<file path="src/rtl/fp_wb_arbiter_if.sv">
// Bundle of the shared FP register-file write port: per-unit result handshakes
// on one side, the single registered write-port slot on the other.
interface fp_wb_arbiter_if #(
  parameter int NUM_UNITS  = 4,
  parameter int DATA_WIDTH = 34,
  parameter int ID_WIDTH   = 3
);
  localparam int UNIT_W = $clog2(NUM_UNITS);

  logic [NUM_UNITS-1:0]            unit_done;
  logic [NUM_UNITS*ID_WIDTH-1:0]   unit_id;
  logic [NUM_UNITS*DATA_WIDTH-1:0] unit_rd;
  logic [NUM_UNITS-1:0]            unit_ack;
  logic                            wb_valid;
  logic [ID_WIDTH-1:0]             wb_id;
  logic [DATA_WIDTH-1:0]           wb_rd;
  logic                            wb_ready;
  logic [UNIT_W-1:0]               wb_unit;

  modport master (
    input  unit_done, unit_id, unit_rd, wb_ready,
    output unit_ack, wb_valid, wb_id, wb_rd, wb_unit
  );

  modport slave (
    output unit_done, unit_id, unit_rd, wb_ready,
    input  unit_ack, wb_valid, wb_id, wb_rd, wb_unit
  );
endinterface

</file>
<file path="src/rtl/fp_wb_arbiter.sv">
// Round-robin arbiter merging NUM_UNITS FP unit results into one registered
// write-port slot; a consumed slot is refilled in the same cycle.
module fp_wb_arbiter #(
  parameter int NUM_UNITS  = 4,
  parameter int DATA_WIDTH = 34,
  parameter int ID_WIDTH   = 3
) (
  input logic            clk,
  input logic            rst,
  fp_wb_arbiter_if.master bus
);
  localparam int PW = $clog2(NUM_UNITS);

  logic [PW-1:0]           rr_ptr;
  logic [PW-1:0]           idx;
  logic [PW-1:0]           grant;
  logic                    grant_vld;
  logic                    slot_free;
  logic                    ack_any;
  logic [NUM_UNITS-1:0]    ack_p0;
  logic [ID_WIDTH-1:0]     id_p0;
  logic [DATA_WIDTH-1:0]   rd_p0;

  logic                    vld_p1;
  logic [ID_WIDTH-1:0]     id_p1;
  logic [DATA_WIDTH-1:0]   rd_p1;
  logic [PW-1:0]           unit_p1;

  // Explicit wrap so non-power-of-two unit counts return to 0 after the last unit.
  function automatic logic [PW-1:0] wrap_inc(input logic [PW-1:0] u);
    if (u == PW'(NUM_UNITS - 1)) return '0;
    else                         return u + 1'b1;
  endfunction

  // Stage p0: pick the first requester at or after rr_ptr, gated by slot availability.
  always_comb begin
    grant_vld = 1'b0;
    grant     = '0;
    idx       = rr_ptr;
    for (int k = 0; k < NUM_UNITS; k++) begin
      if (!grant_vld && bus.unit_done[idx]) begin
        grant_vld = 1'b1;
        grant     = idx;
      end
      idx = wrap_inc(idx);
    end
  end

  assign slot_free = !vld_p1 || bus.wb_ready;
  assign ack_any   = grant_vld && slot_free && !rst;
  assign ack_p0    = ack_any ? (NUM_UNITS'(1) << grant) : '0;
  assign id_p0     = bus.unit_id[int'(grant)*ID_WIDTH +: ID_WIDTH];
  assign rd_p0     = bus.unit_rd[int'(grant)*DATA_WIDTH +: DATA_WIDTH];

  // Stage p1: single output slot; reset also clears the presented payload.
  always_ff @(posedge clk) begin
    if (rst) begin
      vld_p1  <= 1'b0;
      rr_ptr  <= '0;
      id_p1   <= '0;
      rd_p1   <= '0;
      unit_p1 <= '0;
    end else if (ack_any) begin
      vld_p1  <= 1'b1;
      id_p1   <= id_p0;
      rd_p1   <= rd_p0;
      unit_p1 <= grant;
      rr_ptr  <= wrap_inc(grant);
    end else if (slot_free) begin
      vld_p1  <= 1'b0;
    end
  end

  assign bus.unit_ack = ack_p0;
  assign bus.wb_valid = vld_p1;
  assign bus.wb_id    = id_p1;
  assign bus.wb_rd    = rd_p1;
  assign bus.wb_unit  = unit_p1;
endmodule
</file>
<file path="src/flat_wrapper.sv">
// flat-port wrapper written by rule: the top's interface ports become plain ports
module fp_wb_arbiter_flat 
#(
  parameter int NUM_UNITS  = 4,
  parameter int DATA_WIDTH = 34,
  parameter int ID_WIDTH   = 3
)
  (clk, rst, bus_unit_done, bus_unit_id, bus_unit_rd, bus_wb_ready, bus_unit_ack, bus_wb_valid, bus_wb_id, bus_wb_rd, bus_wb_unit);
  fp_wb_arbiter_if #(.NUM_UNITS(NUM_UNITS), .DATA_WIDTH(DATA_WIDTH), .ID_WIDTH(ID_WIDTH)) bus_i ();
  input logic clk;
  input logic rst;
  input wire logic [$bits(bus_i.unit_done)-1:0] bus_unit_done;
  input wire logic [$bits(bus_i.unit_id)-1:0] bus_unit_id;
  input wire logic [$bits(bus_i.unit_rd)-1:0] bus_unit_rd;
  input wire logic [$bits(bus_i.wb_ready)-1:0] bus_wb_ready;
  output wire logic [$bits(bus_i.unit_ack)-1:0] bus_unit_ack;
  output wire logic [$bits(bus_i.wb_valid)-1:0] bus_wb_valid;
  output wire logic [$bits(bus_i.wb_id)-1:0] bus_wb_id;
  output wire logic [$bits(bus_i.wb_rd)-1:0] bus_wb_rd;
  output wire logic [$bits(bus_i.wb_unit)-1:0] bus_wb_unit;
  assign bus_i.unit_done = bus_unit_done;
  assign bus_i.unit_id = bus_unit_id;
  assign bus_i.unit_rd = bus_unit_rd;
  assign bus_i.wb_ready = bus_wb_ready;
  assign bus_unit_ack = bus_i.unit_ack;
  assign bus_wb_valid = bus_i.wb_valid;
  assign bus_wb_id = bus_i.wb_id;
  assign bus_wb_rd = bus_i.wb_rd;
  assign bus_wb_unit = bus_i.wb_unit;
  fp_wb_arbiter #(.NUM_UNITS(NUM_UNITS), .DATA_WIDTH(DATA_WIDTH), .ID_WIDTH(ID_WIDTH)) u_core (.clk(clk), .rst(rst), .bus(bus_i));
endmodule
</file>
<file path="config.mk">
export PLATFORM = sky130hd
export DESIGN_NAME = fp_wb_arbiter_flat
export DESIGN_NICKNAME = d
export VERILOG_FILES = /design/src/rtl/fp_wb_arbiter_if.sv /design/src/rtl/fp_wb_arbiter.sv /design/src/flat_wrapper.sv
export SDC_FILE = /design/constraint.sdc
export NUM_CORES = 1
export LEC_CHECK = 0
export BUFFER_PORTS_ARGS = -buffer_cell sky130_fd_sc_hd__buf_2
export CELL_PAD_IN_SITES_DETAIL_PLACEMENT = 0
export CELL_PAD_IN_SITES_GLOBAL_PLACEMENT = 1
export CORE_ASPECT_RATIO = 2
export CORE_MARGIN = 5
export CORE_UTILIZATION = 32
export CTS_CLUSTER_SIZE = 40
export DETAILED_ROUTE_END_ITERATION = 8
export GPL_TIMING_DRIVEN = 0
export PLACE_DENSITY_LB_ADDON = 0.1
export SYNTH_ARGS = -nofsm -noshare
export SYNTH_HDL_FRONTEND = slang
export SYNTH_SLANG_ARGS = --single-unit
export TNS_END_PERCENT = 30
</file>
<file path="constraint.sdc">
create_clock -name clk -period 4.8 [get_ports clk]
set_clock_uncertainty 0.2 [all_clocks]
set_input_delay 0.96 -clock clk [delete_from_list [all_inputs] [get_ports clk]]
set_output_delay 0.96 -clock clk [all_outputs]
set_load 0.01 [all_outputs]
</file>
; ---- After elaboration in Yosys (flattened, before gate mapping)
; Index checks and enable logic that the tools add are counted.
[classes]
n_addsub = 4
mul = 2
n_lt_le_gt_ge = 4
eq_ne = 4
shifts = 3
muxes = 23
reduce_logical = 12
[ops]
columns = operator, count
row1 = $shiftx A136 B32 Y34, 1
row2 = $shiftx A12 B32 Y3, 1
row3 = $mux W2, 8
row4 = $lt A2 B3 Y1 const B, 4
row5 = $mux W1, 10
row6 = $add A2 B1 Y2 const B, 4
row7 = $bmux W1 S2, 4
row8 = $eq A2 B2 Y1 const B, 4
row9 = $mul A2 B5 Y7 const B, 1
row10 = $logic_and A1 B1 Y1, 5
row11 = $logic_not A1 Y1, 5
row12 = $mul A2 B2 Y4 const B, 1
row13 = $mux W4, 1
row14 = $shl A1 B2 Y4 const A, 1
row15 = $reduce_bool A2 Y1, 1
row16 = $logic_or A1 B1 Y1, 1
[word_totals]
regBits = 42
inputBits = 155
out_inout_bits = 44

; ---- Logic depth before layout (Yosys ltp)
; Gate-level depths: netlist of the first run.
[logic_depth]
depth_word = 15
mapped_depth = 11
ltp_nobuf = 8

; ---- Worst setup path before layout of the first run
; Ideal clock, no wire load.
[synth_path]
path_kind = input port to output port
start = in bus_unit_done[3]
end = out bus_unit_ack[3]
arrival_ps = 2811
t_required_ps = 3640
slack_ps = 829
stages = 9
n_path_buf = 3
path_cell_list = clkbuf_1 -> mux4_2 -> nor4_4 -> nor4_4 -> buf_8 -> buf_12 -> ha_1 -> inv_1 -> nor2_1
[synth_via]
elab_chain_cells = 15
[synth_lines]
columns = element, line_no
row1 = from (decl), flat_wrapper.sv:12  ; input wire logic [$bits(bus_i.unit_done)-1:0] bus_unit_done;
row2 = $bmux W1 S2, fp_wb_arbiter.sv:41  ; if (!grant_vld && bus.unit_done[idx]) begin
row3 = $mux W1 (implied by the code), fp_wb_arbiter.sv:41
row4 = $mux W1, fp_wb_arbiter.sv:41
row5 = $logic_not A1 Y1, fp_wb_arbiter.sv:41
row6 = $logic_and A1 B1 Y1, fp_wb_arbiter.sv:41
row7 = $mux W1, fp_wb_arbiter.sv:41
row8 = $logic_not A1 Y1, fp_wb_arbiter.sv:41
row9 = $logic_and A1 B1 Y1, fp_wb_arbiter.sv:41
row10 = $mux W1, fp_wb_arbiter.sv:41
row11 = $logic_not A1 Y1, fp_wb_arbiter.sv:41
row12 = $logic_and A1 B1 Y1, fp_wb_arbiter.sv:41
row13 = $mux W1, fp_wb_arbiter.sv:41
row14 = $logic_and A1 B1 Y1 (2 in series), fp_wb_arbiter.sv:50  ; assign ack_any = grant_vld && slot_free && !rst;
row15 = $mux W4 *, fp_wb_arbiter.sv:51  ; assign ack_p0 = ack_any ? (NUM_UNITS'(1) << grant) : '0;
row16 = to (decl), flat_wrapper.sv:16  ; output wire logic [$bits(bus_i.unit_ack)-1:0] bus_unit_ack;
; Mark *: on every way between the ends. The rest lies on a longest branch, timed or not. The select of a mux whose other input is x is not followed.

; ---- Final worst setup path of the first run
[layout_path]
start = reg u_core.rr_ptr[1]
end = out bus_unit_ack[3]
[layout_via]
elab_chain_cells = 15
[layout_lines]
columns = element, line_no
row1 = from (decl), fp_wb_arbiter.sv:14  ; logic [PW-1:0] rr_ptr;
row2 = from (signal assigned), fp_wb_arbiter.sv:68  ; rr_ptr <= wrap_inc(grant);
row3 = branches (longest 14 deep; another with $add A2 B1 Y2), n/a
row4 = $mux W4 *, fp_wb_arbiter.sv:51
; Mark *: on every way between the ends. The select of a mux whose other input is x is not followed.

==> results of run 1 <==
-- flip-flops by register name (all words and copies together), names as in the netlist --
register and count:
u_core.bus.wb_rd 34, u_core.rr_ptr 2, u_core.bus.wb_id 3, u_core.bus.wb_valid 1
u_core.bus.wb_unit 2
-- metal layers --
| metal | part of all wire (%) | wire, um | up-vias |
|---|---|---|---|
| li1 | - | - | 1563 |
| met1 | 36 | 3860 | 1368 |
| met2 | 56 | 6020 | 108 |
| met3 | 5.8 | 617 | 12 |
| met4 | 1.8 | 190 | 0 |
| met5 | 0 | 0 | - |
-- metrics by stage --
step / worst slack (ns) / cell area [sq um]
final: 0.346 / 4310
after global routing: 0.0949 / 4310
after CTS: 0.247 / 4310
after detailed placement: 0.312 / 4150
after global placement: 0.337 / 4150
after floorplan: 0.829 / 3030
-- power groups by stage --
stage          clock network (mW)  logic [mW]  registers, mW
3_5_place_dp                    0        1.37          0.603
6_report                    0.385        1.34          0.596
4_1_cts                     0.401        1.37          0.596
2_1_floorplan                   0       0.846          0.680
5_1_grt                     0.411        1.47          0.616
3_3_place_gp                    0        1.36          0.596
-- cells by family (layout without fill, tap and decap cells) --
logic type / count (synthesis) / in the layout / synth area share [%]
AOI/OAI and AO/OA: 51 / 51 / 16.6
and+or+nand+nor: 67 / 67 / 13.0
DFF: 42 / 42 / 27.8
adders and majority gates: 2 / 2 / 0.826
buffers and inverters: 70 / 275 / 12.7
muxes: 81 / 81 / 29.2
-- worst max-delay path, delay by kind of cell (launching register included) --
kind	cells	cell delay, ns
adder cells (fa/ha/maj)	2	0.48
buffers and inverters	5	0.79
flip-flops	1	0.50
AND/OR/NAND/NOR	4	1.23
-- path summary, 6_finish.rpt --
check                                     startpoint                            endpoint  slack [ns]  cells past startpoint
setup / recovery       u_core.rr_ptr[1]$_SDFFE_PP0P_                     bus_unit_ack[3]        0.35                     11
hold / removal    u_core.bus.wb_unit[0]$_SDFFE_PP0P_  u_core.bus.wb_unit[0]$_SDFFE_PP0P_        0.25                      2
setup reg to reg       u_core.rr_ptr[1]$_SDFFE_PP0P_   u_core.bus.wb_rd[20]$_SDFFE_PP0P_        1.44                      9
hold reg to reg   u_core.bus.wb_unit[0]$_SDFFE_PP0P_  u_core.bus.wb_unit[0]$_SDFFE_PP0P_        0.25                      2
-- layout by cell type, fill, tap and decap left out, drive strengths merged --
master  count
a21oi       2
o31ai       2
nor3        3
or2         1
and3b       1
a21o        1
nor2b       2
mux2i      41
nor2        6
nand3      37
inv        42
nor4        2
a211oi      1
or4b        1
nor3b       3
nand3b      1
buf       216
and3        1
or3         1
o22ai       2
o221a       1
o221ai     38
nand2b      6
nand2       2
dfxtp      42
ha          2
a31oi       1
o21ai       2
bufinv      1
mux2       38
mux4        2
clkbuf     16
o21a        1
-- cell type report --
| class | instances | area [sq um] | share of cell area, % |
|---|---|---|---|
| Tap cell | 104 | 130 | 3.02 |
| Inverter | 42 | 158 | 3.66 |
| Buffer | 28 | 228 | 5.29 |
| Timing Repair Buffer | 197 | 986 | 22.9 |
| Clock buffer | 7 | 133 | 3.08 |
| Clock inverter | 1 | 30.0 | 0.697 |
| Multi-Input combinational cell | 201 | 1800 | 41.9 |
| Sequential cell | 42 | 841 | 19.5 |
==> flow_summary.ini, run 1 <==
[setup_path]
required_ns = 3.64
slowest_stage = nor4_4
path_class = reg2out
critical_path.endpoint_type = output pin
crit_fanout = 10
worstPathCellList = ha_1 -> clkbuf_1 -> nor3b_1 -> nor4_4 -> nor4_4 -> buf_8 -> buf_12 -> ha_1 -> inv_1 -> nor2_1 -> buf_2
cp-start-kind = register
critPathMaxStageDelay_ns = 0.70
cp.arrival_ns = 3.29

[global_routing]
first_global_vias = 3309
use_met2_pct = 35.0
grt_max_degree = 13
grt_remaining_overflow = 0
gr-usage-all-layers_pct = 18.0
grt_use_met3_pct = 3.23
grt_use_met1_pct = 19.0
antenna_found_initial = 0
top_usage_layer = met2
grt_pass1_wl_mm = 16.5

[power]
p_leak_nw = 2.07
power_mw = 2.32
cellPowerDensity_nw_per_um2 = 539
ir_worst_vdd_uv = 278
swShare_pct = 39.7
p_clk_share_pct = 16.6
p_switching_mw = 0.923
comb_power_share_pct = 57.8
power_frac_seq_pct = 25.6
p_int_mw = 1.40

[synthesis]
synth.top_cell.area_share_pct = 27.8
synthCells = 313
synth-async-reset-ratio_pct = 0
synthTopCellsByArea = dfxtp_1, mux2_2, mux2i_1, o221ai_1, nand3_1
syn_area_sq_um = 3030
synth_flop_cell = dfxtp_1
ys_warn_count = 0
synth_top_cell_by_area = dfxtp_1
ys_types = 40
synthTopCellsByCount = dfxtp_1, inv_1, mux2i_1, mux2_2, nand3_1
synth_nets = 470
seq_area_frac_synth_pct = 27.8
ys_seq_elements = 42
synth_edf_count = 0
syn_area_per_cell_sq_um = 9.68

[final_layout]
fin_cells = 622
area_growth_pct = 42.2
final.fill_count = 1011
finalNetCount = 674
drive_above_1_share_pct = 52.9
num_antenna_cells = 0
fin_util_pct = 46.2

[cts]
cts_resized = 0
ctsHoldBuffers = 0
post_cts_buffers = 0
root_buffer = clkbuf_16
cts-buffers-inserted = 5
clk_latency_ns = 0.29
ctsLongestPathBuffers = 2
clkSlewWorstSetupHoldPaths_ns = 0.06
htree_levels = 2
cts_sinks = 42
cts_tree = done

[timing]
setup_tns_ns = 0
relSlewSlack_pct = 44.7
min_period_ns = 4.45
max_freq_mhz = 225
period_share_pct = 92.8
hold_viol = 0
worstMarginPinSlew_ns = 0.825
timing.hold.ws_ns = 0.252
rsz0062_at_grt = no
drv_slew = 0
setup_violations = 0

[floorplan]
fp.dieH_um = 148
core_sq_um = 9320
start_util_pct = 32.5
io_pins = 199
die_w_um = 78.8
placementRows = 50
die_area_sq_um = 11600

[drt]
wl_mm = 10.7
viasPerCell = 4.91
drc = 0
ant_nets = 0
wl_per_cell_um = 17.2
vias = 3051
drt-pass1-iter-count = 4
drtIter0Drc = 101

[place]
placedCellCount = 614
finalWeightedCongestion = 0.831
dp_hpwl_mm = 8.67
port_buffers = 197

[worst_hold_path]
min_path_type = reg2reg

[job]
drv_cap = 0

[outcome]
outcome = complete, no violations
Power figures use the tool's default switching activity.
==> run 2: changes to the inputs <==
--- a/config.mk
+++ b/config.mk
@@ -14,6 +14,7 @@
 export CTS_CLUSTER_SIZE = 40
 export DETAILED_ROUTE_END_ITERATION = 8
 export GPL_TIMING_DRIVEN = 0
+export MAX_ROUTING_LAYER = met4
 export PLACE_DENSITY_LB_ADDON = 0.1
 export SYNTH_ARGS = -nofsm -noshare
 export SYNTH_HDL_FRONTEND = slang
==> constraint.sdc (replaced) <==
create_clock -name clk -period 4.8 [get_ports clk]
set_clock_uncertainty 0.2 [all_clocks]
set_input_delay 0.24 -clock clk [delete_from_list [all_inputs] [get_ports clk]]
set_output_delay 0.24 -clock clk [all_outputs]
set_load 0.01 [all_outputs]
==> flow_summary.ini, run 2 (synthesis gave the netlist of run 1 again) <==
[setup_path]
required_ns = 4.36
critPathMaxStageDelay_ns = 0.70
slowest_stage = nor4_4
crit_fanout = 10
path_depth = 11
ff2ff_path_depth = 9
critical_path.endpoint_type = output pin
cp-start-kind = register
critical_path.top_delay_family = simple AND/OR/NAND/NOR gates
path_class = reg2out
worstPathCellList = ha_1 -> clkbuf_1 -> nor3b_1 -> nor4_4 -> nor4_4 -> buf_8 -> buf_12 -> ha_1 -> inv_1 -> nor2_1 -> buf_2
cp.arrival_ns = 3.30
crit_buf_inv = 5

[timing]
setup_ws_ns = 1.06
setup_tns_ns = 0
period_share_pct = 77.9
relSlewSlack_pct = 45.8
drv_slew = 0
hold_viol = 0
min_period_ns = 3.74
rsz0062_at_grt = no
max_freq_mhz = 267
setup_violations = 0
worstMarginPinSlew_ns = 0.808

[cts]
clkSlewWorstSetupHoldPaths_ns = 0.06
root_buffer = clkbuf_16
cts_tree = done
cts-buffers-inserted = 5
cts_sinks = 42
ctsLongestPathBuffers = 2
cts_resized = 0
htree_levels = 2
post_cts_buffers = 0
clk_latency_ns = 0.29

[drt]
wl_mm = 10.7
wl_per_cell_um = 17.2
drc = 0
drt-pass1-iter-count = 4
ant_nets = 0
vias = 3060
viasPerCell = 4.91
drtIter0Drc = 98

[final_layout]
largest_reg_flops = 34
area_growth_pct = 42.5
drive_above_1_share_pct = 52.8
layout_commonest_cell = buf_2
num_antenna_cells = 0
finalNetCount = 675
final.fill_count = 1010
final_cell_mix = buf_2, inv_1, dfxtp_1

[floorplan]
fp.dieH_um = 148
die_w_um = 78.8
start_util_pct = 32.5
die_area_sq_um = 11600
core_sq_um = 9320
placementRows = 50
io_pins = 199

[power]
cellPowerDensity_nw_per_um2 = 539
swShare_pct = 39.8
power_frac_seq_pct = 25.6
p_leak_nw = 2.07
p_clk_share_pct = 16.6
p_int_mw = 1.40
comb_power_share_pct = 57.8
ir_worst_vdd_uv = 278
p_switching_mw = 0.925

[global_routing]
antenna_found_initial = 0
gr-usage-all-layers_pct = 18.6
first_global_vias = 3313
grt_pass1_wl_mm = 16.5
grt_remaining_overflow = 0
grt_max_degree = 13

[job]
drv_cap = 0

[place]
place_ws_ns = 1.30
port_buffers = 197
finalWeightedCongestion = 0.844
dp_hpwl_mm = 8.67

[worst_hold_path]
hold_depth = 3
min_path_type = in2reg

[outcome]
outcome = complete, no violations
==> run 2: cell types whose count changed in the layout (fill, tap and decap cells not counted), sizes merged <==
cell         change
dlygate4sd3      +1
==> run 2: worst min-delay path, stage by stage <==
cell and delay (ns):
buf_2 0.07, mux2i_1 0.05, o221ai_1 0.13
==> run 2: power by group through the flow <==
stage	Clock [mW]	Sequential, mW	Combinational (mW)
finish	0.386	0.596	1.34
global route	0.411	0.616	1.47
global placement	0	0.596	1.36
floorplan	0	0.680	0.846
CTS	0.401	0.596	1.37
detailed placement	0	0.603	1.37
==> run 2: repair_timing <==
action / CTS / global route
endpoints found under the hold margin: 2 / 0
setup endpoints to repair: 0 / 0
hold buffers: 1 / 0
==> run 2: path summary, 6_finish.rpt <==
check                                                        start                            endpoint  slack [ns]
worst min register to register  u_core.bus.wb_unit[0]$_SDFFE_PP0P_  u_core.bus.wb_unit[0]$_SDFFE_PP0P_        0.25
worst max register to register       u_core.rr_ptr[1]$_SDFFE_PP0P_   u_core.bus.wb_rd[20]$_SDFFE_PP0P_        1.43
worst min-delay path                               bus_unit_rd[74]    u_core.bus.wb_rd[6]$_SDFFE_PP0P_        0.04
worst max-delay path                 u_core.rr_ptr[1]$_SDFFE_PP0P_                     bus_unit_ack[3]        1.06
==> run 2: through the flow <==
| step | hold slack (ns) | total power [mW] | cells | cell area (sq um) | util, % |
|---|---|---|---|---|---|
| after floorplan | 0.109 | 1.53 | 313 | 3030 | - |
| after global placement | 0.239 | 1.95 | 614 | 4150 | 44.5 |
| after detailed placement | 0.238 | 1.97 | 614 | 4150 | 44.5 |
| after CTS | 0.0337 | 2.37 | 623 | 4320 | 46.3 |
| after global routing | 0.0431 | 2.49 | 623 | 4320 | 46.3 |
| final | 0.0386 | 2.33 | 623 | 4320 | 46.3 |
==> run 2: final cells by class <==
type	count	area [sq um]	share of cell area [%]
inverters	42	158	3.65
plain buffers	28	228	5.27
repair buffers	198	996	23.1
flip-flops and latches	42	841	19.5
multi-input cells	201	1800	41.8
clock buffers	7	133	3.07
clock inverters	1	30.0	0.695
well taps	104	130	3.01
==> run 2: layer usage <==
metal | vias to the layer above | global-route usage [%] | share of wire (%)
met3 | 13 | 2.93 | 5.6
met5 | - | - | 0
met4 | 0 | 5.78 | 1.8
met1 | 1372 | 19.1 | 37
met2 | 114 | 35.2 | 56
li1 | 1561 | - | -
